==> src/rtl/data_cache.sv <==
// Direct-mapped write-back, write-allocate data cache: 8 lines of 4 bytes, 8-bit CPU port, 32-bit memory blocks.
// Optional hit/miss statistics counters are enabled by defining DCACHE_STATS_EN.
module data_cache (
    input  logic        CLK,
    input  logic        RESET,
    output logic        busywait,
    input  logic        read,
    input  logic        write,
    input  logic [7:0]  writedata,
    output logic [7:0]  readdata,
    input  logic [7:0]  address,
    input  logic        mem_busywait,
    output logic        mem_read,
    output logic        mem_write,
    output logic [31:0] mem_writedata,
    input  logic [31:0] mem_readdata,
    output logic [5:0]  mem_address
`ifdef DCACHE_STATS_EN
    ,
    output logic [15:0] hit_count,
    output logic [15:0] miss_count
`endif
);

    typedef enum logic [1:0] {IDLE, WRITEBACK, ALLOCATE} state_t;

    state_t           state;
    state_t           next_state;
    logic [7:0][31:0] data_array;
    logic [7:0][2:0]  tag_array;
    logic [7:0]       valid;
    logic [7:0]       dirty;
    logic [7:0]       readdata_q;

    logic [2:0]  addr_tag;
    logic [2:0]  index;
    logic [4:0]  bit_base;
    logic [31:0] line_data;
    logic [7:0]  sel_byte;
    logic        req;
    logic        hit;
    logic        hit_done;
    logic        fill_done;

    assign addr_tag  = address[7:5];
    assign index     = address[4:2];
    assign bit_base  = {address[1:0], 3'b000};
    assign line_data = data_array[index];
    assign sel_byte  = line_data[bit_base +: 8];
    assign req       = read | write;
    assign hit       = valid[index] && (tag_array[index] == addr_tag);
    assign hit_done  = (state == IDLE) && req && hit;
    assign fill_done = (state == ALLOCATE) && !mem_busywait;

    // Gated by RESET so the stall drops the moment reset is asserted, even with a request held.
    assign busywait = RESET && ((req && !hit) || (state != IDLE));
    assign readdata = (hit_done && read && !write) ? sel_byte : readdata_q;

    always_ff @(posedge CLK or negedge RESET) begin
        if (!RESET) begin
            state <= IDLE;
        end else begin
            state <= next_state;
        end
    end

    always_comb begin
        next_state    = state;
        mem_read      = 1'b0;
        mem_write     = 1'b0;
        mem_address   = 6'd0;
        mem_writedata = 32'd0;
        case (state)
            IDLE: begin
                if (req && !hit) begin
                    next_state = (valid[index] && dirty[index]) ? WRITEBACK : ALLOCATE;
                end
            end
            WRITEBACK: begin
                mem_write     = 1'b1;
                mem_address   = {tag_array[index], index};
                mem_writedata = line_data;
                if (!mem_busywait) begin
                    next_state = ALLOCATE;
                end
            end
            ALLOCATE: begin
                mem_read    = 1'b1;
                mem_address = {addr_tag, index};
                if (!mem_busywait) begin
                    next_state = IDLE;
                end
            end
            default: next_state = IDLE;
        endcase
    end

    // A completed fill always leaves the line clean; CPU writes only land on a hit in IDLE.
    always_ff @(posedge CLK or negedge RESET) begin
        if (!RESET) begin
            data_array <= '0;
            tag_array  <= '0;
            valid      <= '0;
            dirty      <= '0;
            readdata_q <= '0;
        end else begin
            if (fill_done) begin
                data_array[index] <= mem_readdata;
                tag_array[index]  <= addr_tag;
                valid[index]      <= 1'b1;
                dirty[index]      <= 1'b0;
            end else if (hit_done && write) begin
                data_array[index][bit_base +: 8] <= writedata;
                dirty[index]                     <= 1'b1;
            end
            if (hit_done && read && !write) begin
                readdata_q <= sel_byte;
            end
        end
    end

`ifdef DCACHE_STATS_EN
    logic miss_start;
    assign miss_start = (state == IDLE) && req && !hit;

    always_ff @(posedge CLK or negedge RESET) begin
        if (!RESET) begin
            hit_count  <= 16'd0;
            miss_count <= 16'd0;
        end else begin
            if (hit_done && (hit_count != 16'hFFFF)) begin
                hit_count <= hit_count + 16'd1;
            end
            if (miss_start && (miss_count != 16'hFFFF)) begin
                miss_count <= miss_count + 16'd1;
            end
        end
    end
`endif

endmodule

==> config.mk <==
export PLATFORM = sky130hd
export DESIGN_NAME = data_cache
export DESIGN_NICKNAME = d
export VERILOG_FILES = /design/src/rtl/data_cache.sv
export SDC_FILE = /design/constraint.sdc
export NUM_CORES = 1
export LEC_CHECK = 0
export ABC_AREA = 1
export BUFFER_PORTS_ARGS = -buffer_cell sky130_fd_sc_hd__buf_2
export CELL_PAD_IN_SITES_DETAIL_PLACEMENT = 0
export CELL_PAD_IN_SITES_GLOBAL_PLACEMENT = 1
export CORE_UTILIZATION = 47
export CTS_BUF_LIST = sky130_fd_sc_hd__clkbuf_4 sky130_fd_sc_hd__clkbuf_8
export DETAILED_ROUTE_END_ITERATION = 10
export PLACE_DENSITY_LB_ADDON = 0.08
export SYNTH_ARGS = -nofsm -noshare
export SYNTH_HDL_FRONTEND = slang
export SYNTH_SLANG_ARGS = --single-unit
export TNS_END_PERCENT = 5
==> constraint.sdc <==
create_clock -name CLK -period 2.99 [get_ports CLK]
set_clock_uncertainty 0.1 [all_clocks]
set_input_delay 0.299 -clock CLK [delete_from_list [all_inputs] [get_ports CLK]]
set_output_delay 0.299 -clock CLK [all_outputs]
set_load 0.1 [all_outputs]
==> reports/results.ini, run 1 <==
[yosys]
synth_edf_count = 0
yosys_warnings = 0
ys_types = 33
synth_ff_type = dfrtp_1
async_reset_ff_share_pct = 100
syn_area_sq_um = 17500
syn_inst = 2372
ys_seq_area_share_pct = 43.7
synth_commonest_cells = nand2_1 (866), nand3_1 (342), dfrtp_1 (306)
yosysMostFrequentCell = nand2_1
syn_area_per_cell_sq_um = 7.39
synth_top_cell_by_area = dfrtp_1
synth_area_leaders = dfrtp_1 (44%), nand2_1 (19%), nand3_1 (9.8%), o22ai_1 (9.2%), a21oi_1 (2.7%)
synth-seq-cells = 306
synth.net_count = 2433
synth_top_cell_area_share_pct = 43.7

[global_routing]
gr-total-overflow = 0
grt_max_degree = 105
antenna_found_initial = 2
grt_pass1_wl_um = 106000
grtUsageTotal_pct = 36.9
first_global_vias = 17700

[finish]
finalNonFillerCells = 3039
layout.nets = 2588
area_growth_pct = 20.3
layout-drive-gt1-share_pct = 16.4

[placed_design]
io_buffers = 101
post-place-cells = 2931
gp_congestion = 0.916
dp_hpwl_um = 48000

[drt]
vias = 18700
drt-total-wl_um = 70200
drtIter0Drc = 2172
drt_drc_violations_left = 0
viasPerCell = 6.15
ant_nets = 0
firstDrtPassIters = 8
wl_per_cell_um = 23.1

[cts]
clock_path_buffers = 3
ctsHtreeMaxLevel = 2
clk_latency_ns = 0.68
postCtsSetupBuffers = 0
cts_buffers = 56
clock_sinks = 306
clock_tree.root_cell = clkbuf_8
clk_pin_slew_worst_paths_ns = 0.06
cts_tree = done

[sta]
worst_pin_slew_ns = 0.858
min_period_over_period_pct = 98.7
whs_ns = 0.0161
rsz0062_at_grt = yes
hold_violations = 0
setup_violations = 0
setup-tns-final_ns = 0
maxSlewViolCount = 0
fmax_mhz = 339
fin_crit_ns = 2.95
max-slew-margin-rel_pct = 42.6

[worst_setup_path]
cp.depth = 13
crit_type = reg2out
reg2regPathDepth = 12
crit_fanout = 16
worstPathArrival_ns = 2.55
path_cells = inv_1 > nand2_1 > nand3_1 > nand2_1 > nor2_2 > nand2_1 > nand2_1 > nand3_2 > nor2_4 > nand4_1 > buf_12 > o21ai_2 > buf_12
slowest_stage = dfrtp_1
critPathTopFamily = simple AND/OR/NAND/NOR gates
worstPathRequired_ns = 2.59
startpoint_type = flop
cp_slowest_stage_delay_ns = 0.36
cpMostUsedCell = nand2_1
end_kind = primary output
worst-path-buf-inv = 3

[status]
status = completed

[floorplan]
die_x_um = 195
die-area_sq_um = 38100
initial_core_util_pct = 47.8
core_sq_um = 36700
placementRows = 70
ios = 102
die_y_um = 195

[pwr]
irDropWorstVdd_v = 0.000546
leakage_nw = 10.4
power_density_nw_per_um2 = 604

[hold_path]
worstHoldPathType = in2async

[run]
max_cap_violations = 0

-- metrics by stage --
step	total power, mW	setup WS, ns	util, %	instance area, sq um
5_1_grt	13.2	-0.0932	57.5	21100
6_report	12.7	0.0377	57.5	21100
3_3_place_gp	8.24	0.144	53.8	19700
2_1_floorplan	7.11	-0.587	-	17700
3_5_place_dp	8.29	0.130	53.8	19700
4_1_cts	12.7	0.0208	57.3	21000
-- where the power goes --
part / internal (mW) / total [mW] / switching, mW
logic: 1.03 / 3.64 / 2.61
clock network: 2.47 / 4.41 / 1.94
registers: 4.51 / 4.69 / 0.180
total: 8.01 / 12.7 / 4.73
-- per-layer routing --
metal | global-route usage [%] | part of all wire, % | vias to the layer above
li1 | - | - | 8493
met1 | 51.3 | 42 | 8865
met2 | 54.1 | 43 | 1117
met3 | 9.62 | 11 | 198
met4 | 15.8 | 4.1 | 4
met5 | 0 | 0.031 | -
-- cell usage in the layout (no fill, tap or decap), types with 7 or more instances in the layout --
cell	count
a21oi_1	67
a21oi_2	29
a22o_1	43
buf_12	55
buf_2	61
buf_4	96
clkbuf_4	10
clkbuf_8	76
clkinv_2	13
dfrtp_1	306
ha_1	7
inv_1	105
inv_2	7
nand2_1	861
nand2_2	26
nand2_4	10
nand3_1	339
nand4_1	13
nor2_1	61
o21ai_0	54
o21ai_2	7
o22ai_1	258
-- area by class of cell --
cell class                 count  area [sq um]
clock buffer                  86          1120
sequential                   306          7660
clock inverter                15           104
timing repair buffer         219          2200
inverter                     117           442
tap                          468           586
multi-input combinational   1827          8970
fill                        3510         15600
antenna                        1          2.50
-- final timing paths --
check / slack [ns] / from / to
min: 0.02 / RESET / data_array[156]
max in group asynchronous: 1.80 / RESET / data_array[122]
min in group CLK: 0.05 / read / state[1]
max reg2reg: 0.19 / state[0] / data_array[67]
min reg2reg: 0.35 / valid[0] / valid[0]
max: 0.04 / tag_array[15] / readdata[1]
-- logic make-up after synthesis --
logic type      after synthesis  synth area share [%]
compound gates              475                  16.5
buf+inv                     239                  6.42
fa+ha+maj                     8                 0.571
simple gates               1344                  32.8
flops                       306                  43.7
-- flip-flops by register name (all words and copies together) (netlist names), named ones only --
| name | cells |
|---|---|
| valid | 8 |
| tag_array | 24 |
| readdata_q | 8 |
| data_array | 256 |
| state | 2 |
-- what timing repair did --
action	CTS	global route
pin swaps	0	2
endpoints found under the hold margin	331	0
hold buffers	6	0
gates resized for setup	12	13
endpoints found under the setup margin	11	42
-- worst register-to-register path, stage by stage, from the launching register on --
cell	delay (ns)
dfrtp_1	0.40
inv_1	0.09
ha_1	0.16
inv_1	0.06
nor2_4	0.25
inv_1	0.14
buf_4	0.22
nor2_1	0.16
inv_1	0.27
nand2_1	0.49
nand2_4	0.20
nand2_1	0.10
nand2_1	0.05
(Power assumes the default switching activity.)
==> inputs of run 2 (changes only) <==
--- a/constraint.sdc
+++ b/constraint.sdc
@@ -4,2 +4,2 @@
 set_output_delay 0.299 -clock CLK [all_outputs]
-set_load 0.1 [all_outputs]
+set_load 0.02 [all_outputs]
==> run 2 against run 1 <==
Compared with the run above:
- register-to-register slack got worse by 0.17 ns
- combinational power fell by 17%
- sequential share of layout area rose by 1.0 points
- largest power group unchanged
- largest cell class unchanged
- critical path type unchanged
- sequential power barely moved
- worst hold slack improved by 0.043 ns
- critical endpoint is now readdata[3]
- clock power barely moved
- cell count rose by 0.26%
- setup slack got worse by 0.023 ns
- global-route usage rose by 1.2 points
- critical path depth fell by 4
==> reports/results.ini, run 2 (synthesis gave the netlist of run 1 again) <==
[global_routing]
grtUsageTotal_pct = 38.1  ; +1.2 points
grt_pass1_wl_um = 110000  ; +3.0%
gr-total-overflow = 0  ; unchanged
first_global_vias = 18000  ; +1.2%
antenna_found_initial = 1  ; -1
grt_max_degree = 111  ; +5.7%

[finish]
finalNonFillerCells = 3047  ; +0.26%
layout.nets = 2593  ; +0.19%
final_common_cell = nand2_1
largestRegisters = data_array x256, tag_array x24
top_register = data_array
final.fill_count = 3595  ; +2.4%
final_cell_mix = nand2_1 (852), nand3_1 (338), dfrtp_1 (306)
antennaDiodeCount = 0  ; -1
largest_reg_flops = 256  ; unchanged
area_growth_pct = 17.0
fin_util_pct = 55.9  ; -1.6 points
layout-drive-gt1-share_pct = 15.8  ; -0.64 points

[worst_setup_path]
r2r_slack_ns = 0.02  ; -0.17 ns
end_kind = primary output
startpoint_type = flop
worstPathArrival_ns = 2.58  ; +0.03 ns
worstPathRequired_ns = 2.59  ; about the same
crit_fanout = 2  ; -14
crit_type = reg2out

[sta]
max-slew-margin-rel_pct = 33.6  ; -9.0 points
setup_violations = 0  ; unchanged
maxSlewViolCount = 0  ; unchanged
fmax_mhz = 336  ; -0.77%
fin_crit_ns = 2.98  ; +0.0228 ns
worst_pin_slew_ns = 0.995  ; +0.137 ns
hold_violations = 0  ; unchanged
rsz0062_at_grt = yes
min_period_over_period_pct = 99.5  ; +0.76 points

[floorplan]
initial_core_util_pct = 47.8  ; unchanged
core_sq_um = 36700  ; unchanged
ios = 102  ; unchanged
placementRows = 70  ; unchanged
die_y_um = 195  ; unchanged
die-area_sq_um = 38100  ; unchanged
die_x_um = 195  ; unchanged

[drt]
drt-total-wl_um = 72300  ; +2.9%
vias = 18800  ; +0.79%
firstDrtPassIters = 6  ; -2
viasPerCell = 6.18  ; +0.53%
drtIter0Drc = 2412  ; +11%
wl_per_cell_um = 23.7  ; +2.7%
drt_drc_violations_left = 0  ; unchanged
ant_nets = 0  ; unchanged

[placed_design]
dp_hpwl_um = 48900  ; +2.0%
io_buffers = 101  ; unchanged
gp_congestion = 0.940  ; +2.6%
post-place-cells = 2932  ; +0.034%

[cts]
cts_buffers = 56  ; unchanged
cts_tree = done
clock_tree.root_cell = clkbuf_8
clock_path_buffers = 3  ; unchanged
clock_sinks = 306  ; unchanged
clk_pin_slew_worst_paths_ns = 0.06  ; about the same
clk_latency_ns = 0.69  ; about the same
ctsHtreeMaxLevel = 2  ; unchanged

[pwr]
power_density_nw_per_um2 = 591  ; -2.1%
irDropWorstVdd_v = 0.000414  ; -24%
leakage_nw = 10.4  ; -0.73%

[run]
max_cap_violations = 0  ; unchanged

[hold_path]
worstHoldPathType = in2async

[status]
status = completed

-- run 2: changes by cell type in the layout (fill, tap and decap cells not counted), sizes merged --
cell | before | now
clkinv | 17 | 12
bufinv | 1 | 0
diode | 1 | 0
clkinvlp | 0 | 3
buf | 213 | 218
inv | 114 | 112
clkbuf | 86 | 95
-- run 2: metal layers --
layer	global-route usage (%)	vias to the layer above	wire, um
met3	8.50	198	7320
met4	16.0	0	2850
li1	-	8503	-
met5	0	-	0
met1	53.9	9011	30800
met2	56.0	1113	31300
-- run 2: worst paths after layout --
kind                                    to  cells after the start             start
max                            readdata[3]                      9   data_array[131]
max in group asynchronous   data_array[87]                      3             RESET
min reg2reg                       valid[6]                      2          valid[6]
min in group CLK           data_array[143]                      5  mem_readdata[15]
max reg2reg                data_array[118]                     11          state[0]
min                        data_array[185]                      2             RESET
-- run 2: timing repair --
action,CTS,global route
endpoints found under the hold margin,87,0
endpoints found under the setup margin,8,112
hold buffers,6,0
gates resized for setup,7,55
setup buffers,0,4
pin swaps,0,10
-- run 2: report_power, final --
part	switching (mW)	internal (mW)
clock network	1.94	2.45
registers	0.200	4.51
logic	2.11	0.909
total	4.25	7.87
-- run 2: worst max-delay path, cell delays in order (launching register included) --
cell	delay (ns)
dfrtp_1	0.38
nand2_1	0.08
a21oi_1	0.08
o21ai_0	0.55
nand3_1	0.17
nand3_1	0.18
nand2_1	0.13
inv_1	0.12
o21ai_2	0.07
buf_4	0.16
-- run 2: area by class of cell --
type / count / area [sq um] / share of cell area [%]
Tap cell: 468 / 586 / 2.85
Clock inverter: 10 / 55.1 / 0.268
Multi-Input combinational cell: 1827 / 8870 / 43.2
Timing Repair Buffer: 224 / 1730 / 8.45
Sequential cell: 306 / 7660 / 37.3
Clock buffer: 95 / 1170 / 5.70
Inverter: 117 / 443 / 2.16
-- run 2: stage by stage --
stage | power [mW] | TNS [ns] | hold slack, ns | instance area [sq um] | setup WS, ns
final | 12.1 | 0 | 0.0593 | 20500 | 0.0149
after global routing | 12.6 | -4.79 | 0.0950 | 20500 | -0.150
after CTS | 12.0 | -0.0794 | 0.0382 | 20300 | -0.0401
after detailed placement | 7.58 | 0 | 0.194 | 19000 | 0.0239
after global placement | 7.55 | 0 | 0.192 | 19000 | 0.0247
after floorplan | 6.58 | 0 | -0.0966 | 17500 | 0.322
==> inputs of run 3 (changes only) <==
- PLACE_DENSITY: not set -> 0.86
- PLACE_DENSITY_LB_ADDON: 0.08 -> not set
==> run 3 against run 2 <==
Compared with the run above:
- first-iteration DRC count is 0.54% higher
- cell count rose by 0.36%
- maximum frequency is essentially flat
- worst hold slack improved by 0.0062 ns
- register-to-register slack gained 0.03 ns
- die area is the same
- critical endpoint is now readdata[2]
==> reports/results.ini, run 3 (synthesis gave the netlist of run 1 again) <==
[worst_setup_path]
end_kind = primary output
crit_fanout = 16  ; +14
crit_type = in2out
worstPathArrival_ns = 2.58  ; about the same
startpoint_type = primary input
worstPathRequired_ns = 2.59  ; about the same

[placed_design]
io_buffers = 101  ; unchanged
dpl-instance-area_sq_um = 19100  ; +0.64%
post-place-ws_ns = -0.0122  ; -0.0361 ns
dp_hpwl_um = 47200  ; -3.6%
post-place-cells = 2945  ; +0.44%
gp_congestion = 0.936  ; -0.42%

[status]
status = completed

[finish]
layout.nets = 2605  ; +0.46%
largest_reg_flops = 256  ; unchanged
layout-drive-gt1-share_pct = 15.8  ; -0.028 points
multi_input_area_sq_um = 8820  ; -0.58%
antennaDiodeCount = 0  ; unchanged
seqCellArea_sq_um = 7660  ; unchanged
final.fill_count = 3554  ; -1.1%
final_common_cell = nand2_1
largestRegisters = data_array x256, tag_array x24
finalNonFillerCells = 3058  ; +0.36%
fin_util_pct = 56.3  ; +0.43 points
area_growth_pct = 17.9
final_cell_mix = nand2_1 (859), nand3_1 (339), dfrtp_1 (306)
top_register = data_array
fin_area_sq_um = 20700  ; +0.77%

[floorplan]
placementRows = 70  ; unchanged
die_x_um = 195  ; unchanged
initial_core_util_pct = 47.8  ; unchanged
core_sq_um = 36700  ; unchanged
die-area_sq_um = 38100  ; unchanged
die_y_um = 195  ; unchanged
ios = 102  ; unchanged

[pwr]
leakage_nw = 10.5  ; +1.0%
power.total_mw = 12.3  ; +1.8%
power_density_nw_per_um2 = 597  ; +1.0%
irDropWorstVdd_v = 0.000503  ; +22%

[global_routing]
antenna_found_initial = 0  ; -1
gr-total-overflow = 0  ; unchanged
grt_max_degree = 110  ; -0.90%
grtUsageTotal_pct = 36.1  ; -2.0 points
grt_pass1_wl_um = 104000  ; -5.0%
first_global_vias = 17800  ; -0.94%

[drt]
viasPerCell = 6.17  ; -0.18%
wl_per_cell_um = 22.6  ; -4.6%
drt_drc_violations_left = 0  ; unchanged
firstDrtPassIters = 6  ; unchanged
drt-total-wl_um = 69200  ; -4.3%
vias = 18900  ; +0.18%
drtIter0Drc = 2425  ; +0.54%
ant_nets = 0  ; unchanged

[cts]
clk_latency_ns = 0.67  ; -0.02 ns
clock_tree.root_cell = clkbuf_8
cts_buffers = 56  ; unchanged
ctsHtreeMaxLevel = 2  ; unchanged
clk_pin_slew_worst_paths_ns = 0.06  ; about the same
clock_sinks = 306  ; unchanged
cts_tree = done
clock_path_buffers = 3  ; unchanged

[sta]
fin_crit_ns = 2.98  ; +0.00129 ns
setup_violations = 0  ; unchanged
max-slew-margin-rel_pct = 35.8  ; +2.1 points
whs_ns = 0.0655  ; +0.00619 ns
maxSlewViolCount = 0  ; unchanged
min_period_over_period_pct = 99.5  ; about the same
hold_violations = 0  ; unchanged
rsz0062_at_grt = yes
fmax_mhz = 336  ; about the same
worst_pin_slew_ns = 0.962  ; -0.0333 ns
setup_slack_ns = 0.0136  ; -0.00128 ns
setup-tns-final_ns = 0  ; unchanged

[run]
max_cap_violations = 0  ; unchanged

[hold_path]
worstHoldPathType = in2async

## run 3: changes by cell type in the layout (fill, tap and decap cells not counted), sizes merged
cell,change
buf,+11
bufinv,+3
clkbuf,-2
clkinv,-1
clkinvlp,-2
inv,+2
## run 3: per-layer routing
layer	GRT usage, %	routed length (um)	vias to the layer above
met1	49.4	27900	8939
met5	0	0	-
met4	16.0	3130	0
met2	55.5	30700	1162
met3	6.89	7430	224
li1	-	-	8534
## run 3: repair_timing
item,in CTS,in global routing
cloned,0,1
gates resized for setup,14,35
pin swaps,1,7
setup buffers,1,1
hold endpoints to repair,82,0
hold buffers,6,0
endpoints found under the setup margin,8,51
## run 3: worst paths after layout
| kind | depth (start not counted) | slack [ns] | endpoint | start |
|---|---|---|---|---|
| min in group CLK | 4 | 0.07 | readdata_q[3] | read |
| min reg2reg | 2 | 0.35 | valid[4] | valid[4] |
| min | 2 | 0.07 | data_array[156] | RESET |
| max reg2reg | 11 | 0.05 | data_array[71] | state[0] |
| max | 14 | 0.01 | readdata[2] | address[2] |
| max in group asynchronous | 3 | 1.68 | data_array[70] | RESET |
## run 3: where the power goes
group	leakage, nW	internal [mW]	switching (mW)
Sequential	4.18	4.51	0.193
Combinational	5.59	0.896	2.08
Clock	0.697	2.73	1.92
## run 3: worst max-delay path, cell delays in order
cell	delay (ns)
buf_2	0.13
inv_2	0.30
nor2_4	0.10
buf_12	0.16
buf_4	0.16
nand2_1	0.06
nand2_1	0.05
a211oi_1	0.52
nand3_1	0.21
nand3_1	0.16
nand2_1	0.10
inv_1	0.06
o21ai_1	0.08
buf_4	0.17
## run 3: final cells by class
type,count,area share (%)
Sequential cell,306,37.0
Clock inverter,12,0.684
Inverter,117,2.12
Multi-Input combinational cell,1827,42.7
Timing Repair Buffer,236,8.99
Clock buffer,92,5.67
Tap cell,468,2.83
